<file path="src/rtl/cmp_toggle_tracker.sv">
`default_nettype none
// ============================================================================
// Module      : cmp_toggle_tracker
// Description : Compares two WIDTH-bit operands on every enabled cycle and
//               reports the relation (GT / EQ / LT) in several forms:
//                 - q      : 2-bit status. In toggle mode it behaves as a pair
//                            of T flip-flops. In level mode it holds the
//                            relation as flags.
//                 - rel    : encoded last sampled relation
//                 - *_cnt  : saturating per-relation event counters
//                 - stable : high once one relation has been sampled
//                            STABLE_N times in a row (en=0 cycles do not
//                            break a run)
//               All outputs are registered and show the sample one cycle
//               after the enabled edge.
//
// Ports       : clk     - clock, rising edge
//               reset   - synchronous active-high reset
//               en      - sample enable; when low all state holds
//               clr     - synchronous clear of q, rel, counters and FSM
//               mode    - 0 = toggle mode, 1 = level mode
//               a, b    - operands [WIDTH-1:0]
//               q       - q[0] follows GT, q[1] follows EQ
//               rel     - 2'b01 GT, 2'b10 EQ, 2'b00 LT
//               gt_cnt, eq_cnt, lt_cnt - saturating counters [CNT_W-1:0]
//               stable  - high while the run-length FSM is in STABLE
//
// Options     : CMP_SIGNED_EN - when defined, a and b are compared as
//               two's-complement signed values; otherwise unsigned.
//
// Revision    : 1.0 - initial release
// ============================================================================
module cmp_toggle_tracker #(
    parameter int WIDTH    = 4,
    parameter int CNT_W    = 8,
    parameter int STABLE_N = 3
) (
    input  logic             clk,
    input  logic             reset,
    input  logic             en,
    input  logic             clr,
    input  logic             mode,
    input  logic [WIDTH-1:0] a,
    input  logic [WIDTH-1:0] b,
    output logic [1:0]       q,
    output logic [1:0]       rel,
    output logic [CNT_W-1:0] gt_cnt,
    output logic [CNT_W-1:0] eq_cnt,
    output logic [CNT_W-1:0] lt_cnt,
    output logic             stable
);

    localparam int                 c_RUN_W      = $clog2(STABLE_N + 1);
    localparam logic [c_RUN_W-1:0] c_RUN_ONE    = c_RUN_W'(1);
    localparam logic [c_RUN_W-1:0] c_RUN_TARGET = c_RUN_W'(STABLE_N);
    localparam logic [CNT_W-1:0]   c_CNT_MAX    = {CNT_W{1'b1}};
    localparam logic               c_ONE_SHOT   = (STABLE_N == 1);

    localparam logic [1:0] c_REL_LT = 2'b00;
    localparam logic [1:0] c_REL_GT = 2'b01;
    localparam logic [1:0] c_REL_EQ = 2'b10;

    typedef enum logic [1:0] {
        S_IDLE   = 2'd0,
        S_RUN    = 2'd1,
        S_STABLE = 2'd2
    } state_t;

    // ------------------------------------------------------------------
    // Combinational compare
    // ------------------------------------------------------------------
    logic       w_gt;
    logic       w_eq;
    logic [1:0] w_rel;

`ifdef CMP_SIGNED_EN
    assign w_gt = ($signed(a) > $signed(b));
`else
    assign w_gt = (a > b);
`endif
    assign w_eq  = (a == b);
    assign w_rel = w_gt ? c_REL_GT : (w_eq ? c_REL_EQ : c_REL_LT);

    function automatic logic [CNT_W-1:0] sat_inc(input logic [CNT_W-1:0] v);
        return (v == c_CNT_MAX) ? v : v + CNT_W'(1);
    endfunction

    // ------------------------------------------------------------------
    // Status flags, relation and counters
    // ------------------------------------------------------------------
    always_ff @(posedge clk) begin
        if (reset || clr) begin
            q      <= 2'b00;
            rel    <= c_REL_LT;
            gt_cnt <= '0;
            eq_cnt <= '0;
            lt_cnt <= '0;
        end else if (en) begin
            // Level mode loads the flags; toggle mode flips them, resuming
            // from whatever q currently holds after a mode change.
            if (mode) begin
                q <= {w_eq, w_gt};
            end else begin
                q <= q ^ {w_eq, w_gt};
            end
            rel <= w_rel;
            if (w_gt) begin
                gt_cnt <= sat_inc(gt_cnt);
            end else if (w_eq) begin
                eq_cnt <= sat_inc(eq_cnt);
            end else begin
                lt_cnt <= sat_inc(lt_cnt);
            end
        end
    end

    // ------------------------------------------------------------------
    // Run-length FSM
    // ------------------------------------------------------------------
    state_t               r_state;
    logic [1:0]           r_last_rel;
    logic [c_RUN_W-1:0]   r_run_len;
    logic                 w_same;
    logic [c_RUN_W-1:0]   w_run_inc;

    assign w_same    = (w_rel == r_last_rel);
    assign w_run_inc = r_run_len + c_RUN_ONE;

    always_ff @(posedge clk) begin
        if (reset || clr) begin
            r_state    <= S_IDLE;
            r_last_rel <= c_REL_LT;
            r_run_len  <= '0;
            stable     <= 1'b0;
        end else if (en) begin
            case (r_state)
                S_IDLE: begin
                    r_last_rel <= w_rel;
                    r_run_len  <= c_RUN_ONE;
                    r_state    <= c_ONE_SHOT ? S_STABLE : S_RUN;
                    stable     <= c_ONE_SHOT;
                end
                S_RUN: begin
                    if (w_same) begin
                        r_run_len <= w_run_inc;
                        if (w_run_inc == c_RUN_TARGET) begin
                            r_state <= S_STABLE;
                            stable  <= 1'b1;
                        end
                    end else begin
                        r_last_rel <= w_rel;
                        r_run_len  <= c_RUN_ONE;
                        r_state    <= c_ONE_SHOT ? S_STABLE : S_RUN;
                        stable     <= c_ONE_SHOT;
                    end
                end
                S_STABLE: begin
                    // A repeated relation keeps the state; run_len holds.
                    if (!w_same) begin
                        r_last_rel <= w_rel;
                        r_run_len  <= c_RUN_ONE;
                        r_state    <= c_ONE_SHOT ? S_STABLE : S_RUN;
                        stable     <= c_ONE_SHOT;
                    end
                end
                default: begin
                    r_state   <= S_IDLE;
                    r_run_len <= '0;
                    stable    <= 1'b0;
                end
            endcase
        end
    end

endmodule
`default_nettype wire

</file>
<file path="config.mk">
export PLATFORM = sky130hd
export DESIGN_NAME = cmp_toggle_tracker
export DESIGN_NICKNAME = d
export VERILOG_FILES = /design/src/rtl/cmp_toggle_tracker.sv
export SDC_FILE = /design/constraint.sdc
export NUM_CORES = 1
export LEC_CHECK = 0
export BUFFER_PORTS_ARGS = -buffer_cell sky130_fd_sc_hd__buf_2
export CELL_PAD_IN_SITES_DETAIL_PLACEMENT = 2
export CELL_PAD_IN_SITES_GLOBAL_PLACEMENT = 2
export CORE_MARGIN = 10
export CORE_UTILIZATION = 29
export DETAILED_ROUTE_END_ITERATION = 6
export PLACE_DENSITY_LB_ADDON = 0.1
export SETUP_SLACK_MARGIN = 0.2
export SYNTH_ARGS = -nofsm -noshare
export SYNTH_HDL_FRONTEND = slang
export SYNTH_SLANG_ARGS = --single-unit
export TNS_END_PERCENT = 100
</file>
<file path="constraint.sdc">
create_clock -name clk -period 2.9 [get_ports clk]
set_clock_uncertainty 0.2 [all_clocks]
set_input_delay 0.435 -clock clk [delete_from_list [all_inputs] [get_ports clk]]
set_output_delay 0.435 -clock clk [all_outputs]
set_load 0.01 [all_outputs]
</file>
==> impl_metrics.env, run 1 <==
export IMPL_synth_flop_cell="dfxtp_1"
export IMPL_ys_types=45
export IMPL_slowest_delay_ps=390
export IMPL_antenna_found_initial=0
export IMPL_cp_top_family="compound AO/OA/AOI/OAI gates"
export IMPL_synthXorXnorAreaFrac=0.0826
export IMPL_finalCritPeriodShare=0.811
export IMPL_clkTransAtPathRegs_ps=80
export IMPL_critical_path_class="primary input to flip-flop"
export IMPL_power_leakage_nw=0.921
export IMPL_setup_viol=0
export IMPL_dp_hpwl_mm=4.04
export IMPL_numCtsBuffers=5
export IMPL_slew_headroom=0.576
export IMPL_setup_ws_ps=547
export IMPL_rsz0062_at_grt="no"
export IMPL_hold_viol_final=0
export IMPL_cts_resized=0
export IMPL_pre_cts_slack_ps=228
export IMPL_status="complete, no violations"
export IMPL_grt_total_usage=0.106
export IMPL_regArea_sq_um=681
export IMPL_slowest_stage="a2111oi_2"
export IMPL_synthAdderAreaFrac=0.0833
export IMPL_max_freq_mhz=425
export IMPL_cp_end_kind="flip-flop"
export IMPL_ys_seq_area_frac=0.378
export IMPL_startpoint="a[3]"
export IMPL_cts_hold_buf=0
export IMPL_overflow=0
export IMPL_r2r_slack_ps=810
export IMPL_die_w_um=98.9
export IMPL_crit_cells=8
export IMPL_wirelength_mm=5.10
export IMPL_cts_buffer_depth=2
export IMPL_synth_edf_count=0
export IMPL_synth_mux_area_frac=0.0111
export IMPL_arrival_ps=2340
export IMPL_ioPinCount=42
export IMPL_synth_area_sq_mm=0.00180
export IMPL_initial_core_util=0.301
export IMPL_cts_sinks=34
export IMPL_ir_drop_uv=179
export IMPL_fin_setup_tns_ps=0
export IMPL_path_cells="buf_2 -> ha_1 -> and4_1 -> a2111oi_2 -> a22oi_2 -> o21ai_4 -> o21ai_0 -> a32o_1"
export IMPL_num_fill_cells=702
export IMPL_diodes=0
export IMPL_clk_latency_ps=280
export IMPL_start_kind="primary input"
export IMPL_timing_rr_end="eq_cnt[5]$_SDFFE_PP0P_"
export IMPL_ant_nets=0
export IMPL_fp_dieH_um=98.9
export IMPL_vias=1590
export IMPL_io_buffers=41
export IMPL_final_core_util=0.363
export IMPL_postCtsSetupRepairBufs=0
export IMPL_routedWlPerCell_um=15.8
export IMPL_yosys_warnings=0
export IMPL_synth_compound_area_frac=0.182
export IMPL_cts_root_buffer="clkbuf_8"
export IMPL_ys_seq_elements=34
export IMPL_coreArea_sq_mm=0.00599
export IMPL_rows=28
export IMPL_finalNetCount=272
export IMPL_synthCells=204
export IMPL_reg2reg_from="eq_cnt[0]$_SDFFE_PP0P_"
export IMPL_tightest_slew_ps=633
export IMPL_cap_violations=0
export IMPL_holdCritPathClass="flip-flop to flip-flop"
export IMPL_critPathMaxFanout=8
export IMPL_total_power_mw=0.971
export IMPL_synth_fp_nets=229
export IMPL_yosys_area_share_simple=0.219
export IMPL_worstRegToRegCells=7
export IMPL_grt_max_degree=26
export IMPL_drc=0
export IMPL_synth_top_family_by_area="simple AND/OR/NAND/NOR gates"
export IMPL_power_per_cell_area_mw_per_mm2=446
export IMPL_multi_input_area_sq_mm=0.00104
export IMPL_place_congestion=0.708
export IMPL_vias_per_cell=4.92
export IMPL_syn_to_final_growth_pct=20.7
export IMPL_cts_tree="built"
export IMPL_ys_async_sr_fraction=0
export IMPL_finalMaxSlewViolations=0
export IMPL_critPathBufInv=1
export IMPL_first_pass_iters=3
export IMPL_fin_area_sq_mm=0.00218
export IMPL_place_area_sq_mm=0.00208
export IMPL_grt_pass1_wl_mm=8.82
export IMPL_grt_pass1_vias=1780
export IMPL_drive_gt1_frac=0.246
export IMPL_avgSynthCellArea_sq_um=8.84
export IMPL_cp_endpoint="r_run_len[0]$_SDFFE_PP0P_"
export IMPL_die_area_sq_mm=0.00977
export IMPL_finalCriticalPeriod_ps=2350
export IMPL_worstPathRequired_ps=2880
export IMPL_htree_levels=2
export IMPL_drt_iter0_drc=26
-- area by class of cell --
cell class,instances,share of cell area
Inverter,12,0.0207
Clock inverter,2,0.00575
Tap cell,75,0.0431
Timing Repair Buffer,43,0.101
Clock buffer,6,0.0379
Sequential cell,34,0.313
Multi-Input combinational cell,151,0.479
-- routing by layer --
layer / wire length [um] / global-route usage / vias up / share of wire
met3: 211 / 0.0328 / 5 / 0.041
met5: 0 / 0 / - / 0
li1: - / - / 804 / -
met4: 31 / 0.0198 / 0 / 0.0061
met1: 2390 / 0.126 / 763 / 0.47
met2: 2460 / 0.182 / 18 / 0.48
-- synth_stat cells (2+ instances only) --
master    count  area share
a21o_1        4       0.017
a21oi_1      12       0.033
a32o_1        3       0.017
and3_1        4       0.014
clkbuf_1      5       0.010
dfxtp_1      34        0.38
ha_1         12       0.083
inv_1        12       0.025
mux2i_1       2       0.011
nand2_1      10       0.021
nand3_1       9       0.025
nand4_1      11       0.038
nor2_1       29       0.060
nor3_1        2      0.0056
o211ai_1      2      0.0083
o21ai_0       6       0.017
or2_2         2      0.0069
or3_1         2      0.0069
or4_1         2      0.0083
xnor2_1       3       0.015
xor2_1       14       0.068
-- layout by cell type, fill, tap and decap left out, drive strengths merged, types with 2 or more instances in the layout --
cell / instances
nor2: 29
clkbuf: 6
xnor2: 3
a21o: 4
or2: 2
a32o: 3
and3: 4
inv: 12
nand2: 10
mux2i: 2
o211ai: 3
buf: 43
a22oi: 2
dfxtp: 34
a21oi: 12
or4: 2
ha: 12
nor3: 2
xor2: 14
nand4: 11
or3: 2
nand3: 9
o21ai: 9
-- how the worst min path moves through the flow --
stage	from	slack [ps]	endpoint	cells past startpoint
finish	q[0]$_SDFFE_PP0P_	290	q[0]$_SDFFE_PP0P_	2
global route	en	310	stable$_SDFFE_PP0P_	2
CTS	en	280	stable$_SDFFE_PP0P_	2
detailed placement	q[0]$_SDFFE_PP0P_	280	q[0]$_SDFFE_PP0P_	2
global placement	q[0]$_SDFFE_PP0P_	270	q[0]$_SDFFE_PP0P_	2
floorplan	r_run_len[0]$_SDFFE_PP0P_	270	r_run_len[0]$_SDFFE_PP0P_	1
-- flip-flops by register name (all words and copies together) (netlist names) --
signal	flops
eq_cnt	8
gt_cnt	8
lt_cnt	8
q	2
r_last_rel	2
r_run_len	2
r_state	1
rel	2
stable	1
-- worst min-delay path: stages, from the launching register on --
cell and delay (ps):
dfxtp_1 330, nand2_1 60, a21oi_1 50
-- where the power goes --
group	switching [mW]	leakage [nW]	internal (mW)
Sequential	0.00574	0.274	0.472
Combinational	0.0703	0.599	0.0442
Clock	0.188	0.0472	0.191
-- logic make-up after synthesis --
| family | after synthesis |
|---|---|
| buffers and inverters | 19 |
| AO/OA/AOI/OAI | 41 |
| XOR/XNOR | 17 |
| adder cells (fa/ha/maj) | 12 |
| AND/OR/NAND/NOR | 79 |
| multiplexers | 2 |
| flip-flops | 34 |
-- through the flow --
step,hold WS [ps],std cells
after floorplan,269,204
after global routing,311,323
final,286,323
after global placement,271,315
after CTS,284,323
after detailed placement,279,315
Power figures use the tool's default switching activity.
==> run 2: changes to the inputs <==
--- a/config.mk
+++ b/config.mk
@@ -5,6 +5,7 @@
 export SDC_FILE = /design/constraint.sdc
 export NUM_CORES = 1
 export LEC_CHECK = 0
+export ABC_AREA = 1
 export BUFFER_PORTS_ARGS = -buffer_cell sky130_fd_sc_hd__buf_2
 export CELL_PAD_IN_SITES_DETAIL_PLACEMENT = 2
 export CELL_PAD_IN_SITES_GLOBAL_PLACEMENT = 2
==> constraint.sdc (replaced) <==
create_clock -name clk -period 2.2 [get_ports clk]
set_clock_uncertainty 0.2 [all_clocks]
set_input_delay 0.33 -clock clk [delete_from_list [all_inputs] [get_ports clk]]
set_output_delay 0.33 -clock clk [all_outputs]
set_load 0.01 [all_outputs]
==> impl_metrics.env, run 2 <==
export IMPL_regArea_sq_um=681
export IMPL_antenna_found_initial=0
export IMPL_worstPathRequired_ps=2170
export IMPL_final_cells=386
export IMPL_clkPwrFrac=0.378
export IMPL_clk_latency_ps=280
export IMPL_cts_tree="built"
export IMPL_synth_common_cells="nand2_1 (47), inv_1 (42), dfxtp_1 (34), a21oi_1 (25), o21ai_0 (20)"
export IMPL_reg_largest_list="eq_cnt x8, gt_cnt x8, lt_cnt x8"
export IMPL_finalMaxSlewViolations=0
export IMPL_busiest_layer="met2"
export IMPL_synth_area_sq_mm=0.00189
export IMPL_avgSynthCellArea_sq_um=7.31
export IMPL_setup_viol=0
export IMPL_syn_to_final_growth_pct=22.7
export IMPL_hold_viol_final=0
export IMPL_switching_share=0.288
export IMPL_cap_violations=0
export IMPL_place_congestion=0.774
export IMPL_synth_top_area_share=0.360
export IMPL_yosys_warnings=0
export IMPL_cts_buffer_depth=2
export IMPL_total_power_mw=1.33
export IMPL_hold_depth=4
export IMPL_ys_async_sr_fraction=0
export IMPL_wirelength_mm=5.21
export IMPL_ir_drop_uv=196
export IMPL_rsz0062_at_grt="yes"
export IMPL_numCtsBuffers=5
export IMPL_slowest_delay_ps=400
export IMPL_worstRegToRegCells=8
export IMPL_coreArea_sq_mm=0.00635
export IMPL_grt_pass1_vias=1833
export IMPL_fin_area_sq_mm=0.00232
export IMPL_htree_levels=2
export IMPL_finalCriticalPeriod_ps=1820
export IMPL_place_area_sq_mm=0.00221
export IMPL_setup_ws_ps=382
export IMPL_path_cells="ha_1 -> nand2_1 -> nor3_2 -> nand3_1 -> nand3_4 -> inv_1 -> o21ai_0 -> a21oi_1"
export IMPL_drive_gt1_frac=0.249
export IMPL_worstHoldStart="mode"
export IMPL_switchingPower_mw=0.382
export IMPL_global_route_usage_met1=0.136
export IMPL_synthCells=259
export IMPL_mostFrequentLayoutCell="nand2_1"
export IMPL_hold_end="q[0]$_SDFFE_PP0P_"
export IMPL_routedWlPerCell_um=13.5
export IMPL_grt_pass1_wl_mm=8.72
export IMPL_dp_cells=378
export IMPL_synth_edf_count=0
export IMPL_pre_cts_slack_ps=-19.6
export IMPL_cts_hold_buf=0
export IMPL_yosys_top_cells_area="dfxtp_1 (36%), nand2_1 (9.3%), inv_1 (8.3%), ha_1 (7.9%), a21oi_1 (6.6%)"
export IMPL_ys_seq_elements=34
export IMPL_slowest_stage="dfxtp_1"
export IMPL_vias_per_cell=4.68
export IMPL_initial_core_util=0.298
export IMPL_start_kind="flip-flop"
export IMPL_fin_setup_tns_ps=0
export IMPL_r2r_slack_ps=380
export IMPL_overflow=0
export IMPL_p_comb_frac=0.142
export IMPL_first_pass_iters=4
export IMPL_num_fill_cells=797
export IMPL_layout_common_cells="nand2_1 (47), inv_1 (42), buf_2 (41)"
export IMPL_intPower_mw=0.944
export IMPL_clkTransAtPathRegs_ps=80
export IMPL_multi_input_area_sq_mm=0.00103
export IMPL_critical_path_class="flip-flop to flip-flop"
export IMPL_seq_power_share=0.480
export IMPL_grtUsageMet2=0.163
export IMPL_power_per_cell_area_mw_per_mm2=571
export IMPL_ys_types=29
export IMPL_slew_headroom=0.705
export IMPL_die_w_um=101
export IMPL_met3_usage=0.0281
export IMPL_drc=0
export IMPL_die_area_sq_mm=0.0102
export IMPL_tightest_slew_ps=441
export IMPL_cts_sinks=34
export IMPL_ant_nets=0
export IMPL_status="complete, no violations"
export IMPL_yosysMostFrequentCell="nand2_1"
export IMPL_fp_dieH_um=101
export IMPL_timing_hold_ws_ps=172
export IMPL_finalCritPeriodShare=0.826
export IMPL_grt_max_degree=17
export IMPL_drt_iter0_drc=27
export IMPL_holdCritPathClass="primary input to flip-flop"
export IMPL_cts_root_buffer="clkbuf_8"
export IMPL_ioPinCount=42
export IMPL_synth_flop_cell="dfxtp_1"
export IMPL_max_freq_mhz=550
export IMPL_dp_hpwl_mm=4.22
export IMPL_final_core_util=0.366
export IMPL_io_buffers=41
export IMPL_power_leakage_nw=1.06
export IMPL_diodes=0
export IMPL_timing_rr_end="gt_cnt[0]$_SDFFE_PP0P_"
export IMPL_ys_seq_area_frac=0.360
export IMPL_reg2reg_from="gt_cnt[0]$_SDFFE_PP0P_"
export IMPL_cp_end_kind="flip-flop"
export IMPL_yosys_area_top_type="dfxtp_1"
export IMPL_synth_fp_nets=284
export IMPL_vias=1805
export IMPL_rows=29
export IMPL_arrival_ps=1790
export IMPL_grt_total_usage=0.104
export IMPL_finalNetCount=333
export IMPL_critPathMaxFanout=7
-- run 2: final cells by class --
class	count	area share
Timing Repair Buffer	46	0.104
Inverter	46	0.0754
Clock buffer	6	0.0355
Tap cell	77	0.0415
Clock inverter	2	0.00539
Sequential cell	34	0.293
Multi-Input combinational cell	175	0.445
-- run 2: how the worst max path moves through the flow --
stage / start / endpoint / cells past startpoint
after floorplan: b[3] / gt_cnt[5]$_SDFFE_PP0P_ / 13
after global routing: gt_cnt[0]$_SDFFE_PP0P_ / gt_cnt[0]$_SDFFE_PP0P_ / 8
after global placement: b[1] / gt_cnt[5]$_SDFFE_PP0P_ / 14
after CTS: gt_cnt[0]$_SDFFE_PP0P_ / gt_cnt[0]$_SDFFE_PP0P_ / 8
after detailed placement: b[1] / gt_cnt[5]$_SDFFE_PP0P_ / 14
final: gt_cnt[0]$_SDFFE_PP0P_ / gt_cnt[0]$_SDFFE_PP0P_ / 8
-- run 2: power groups by stage --
stage               combinational (mW)  sequential, mW  clock [mW]
detailed placement               0.190           0.651           0
global route                     0.217           0.639       0.561
finish                           0.189           0.636       0.502
floorplan                        0.134           0.652           0
global placement                 0.186           0.651           0
CTS                              0.191           0.637       0.531
-- run 2: what timing repair did --
| item | CTS | global route |
|---|---|---|
| endpoints found under the setup margin | 0 | 9 |
| buffers inserted | 0 | 0 |
| resized for setup | 0 | 4 |
-- run 2: critical path, delay by kind of cell, from the launching register on --
family          cells  cell delay (ps)
simple gates        4              600
compound gates      2              210
fa+ha+maj           1              190
flops               1              400
buf+inv             1              100
-- run 2: routing by layer --
metal / routed length [um] / share of wire
met1: 2480 / 0.48
met2: 2450 / 0.47
met3: 209 / 0.040
met4: 65 / 0.012
met5: 0 / 0
-- run 2: cell families (layout without fill, tap and decap cells) --
kind of cell | count (synthesis) | in the layout | share of synthesized area
buffers and inverters | 50 | 100 | 0.106
AO/OA/AOI/OAI | 49 | 49 | 0.132
adder cells (fa/ha/maj) | 12 | 12 | 0.0793
XOR/XNOR | 5 | 5 | 0.0231
flip-flops | 34 | 34 | 0.360
AND/OR/NAND/NOR | 109 | 109 | 0.299
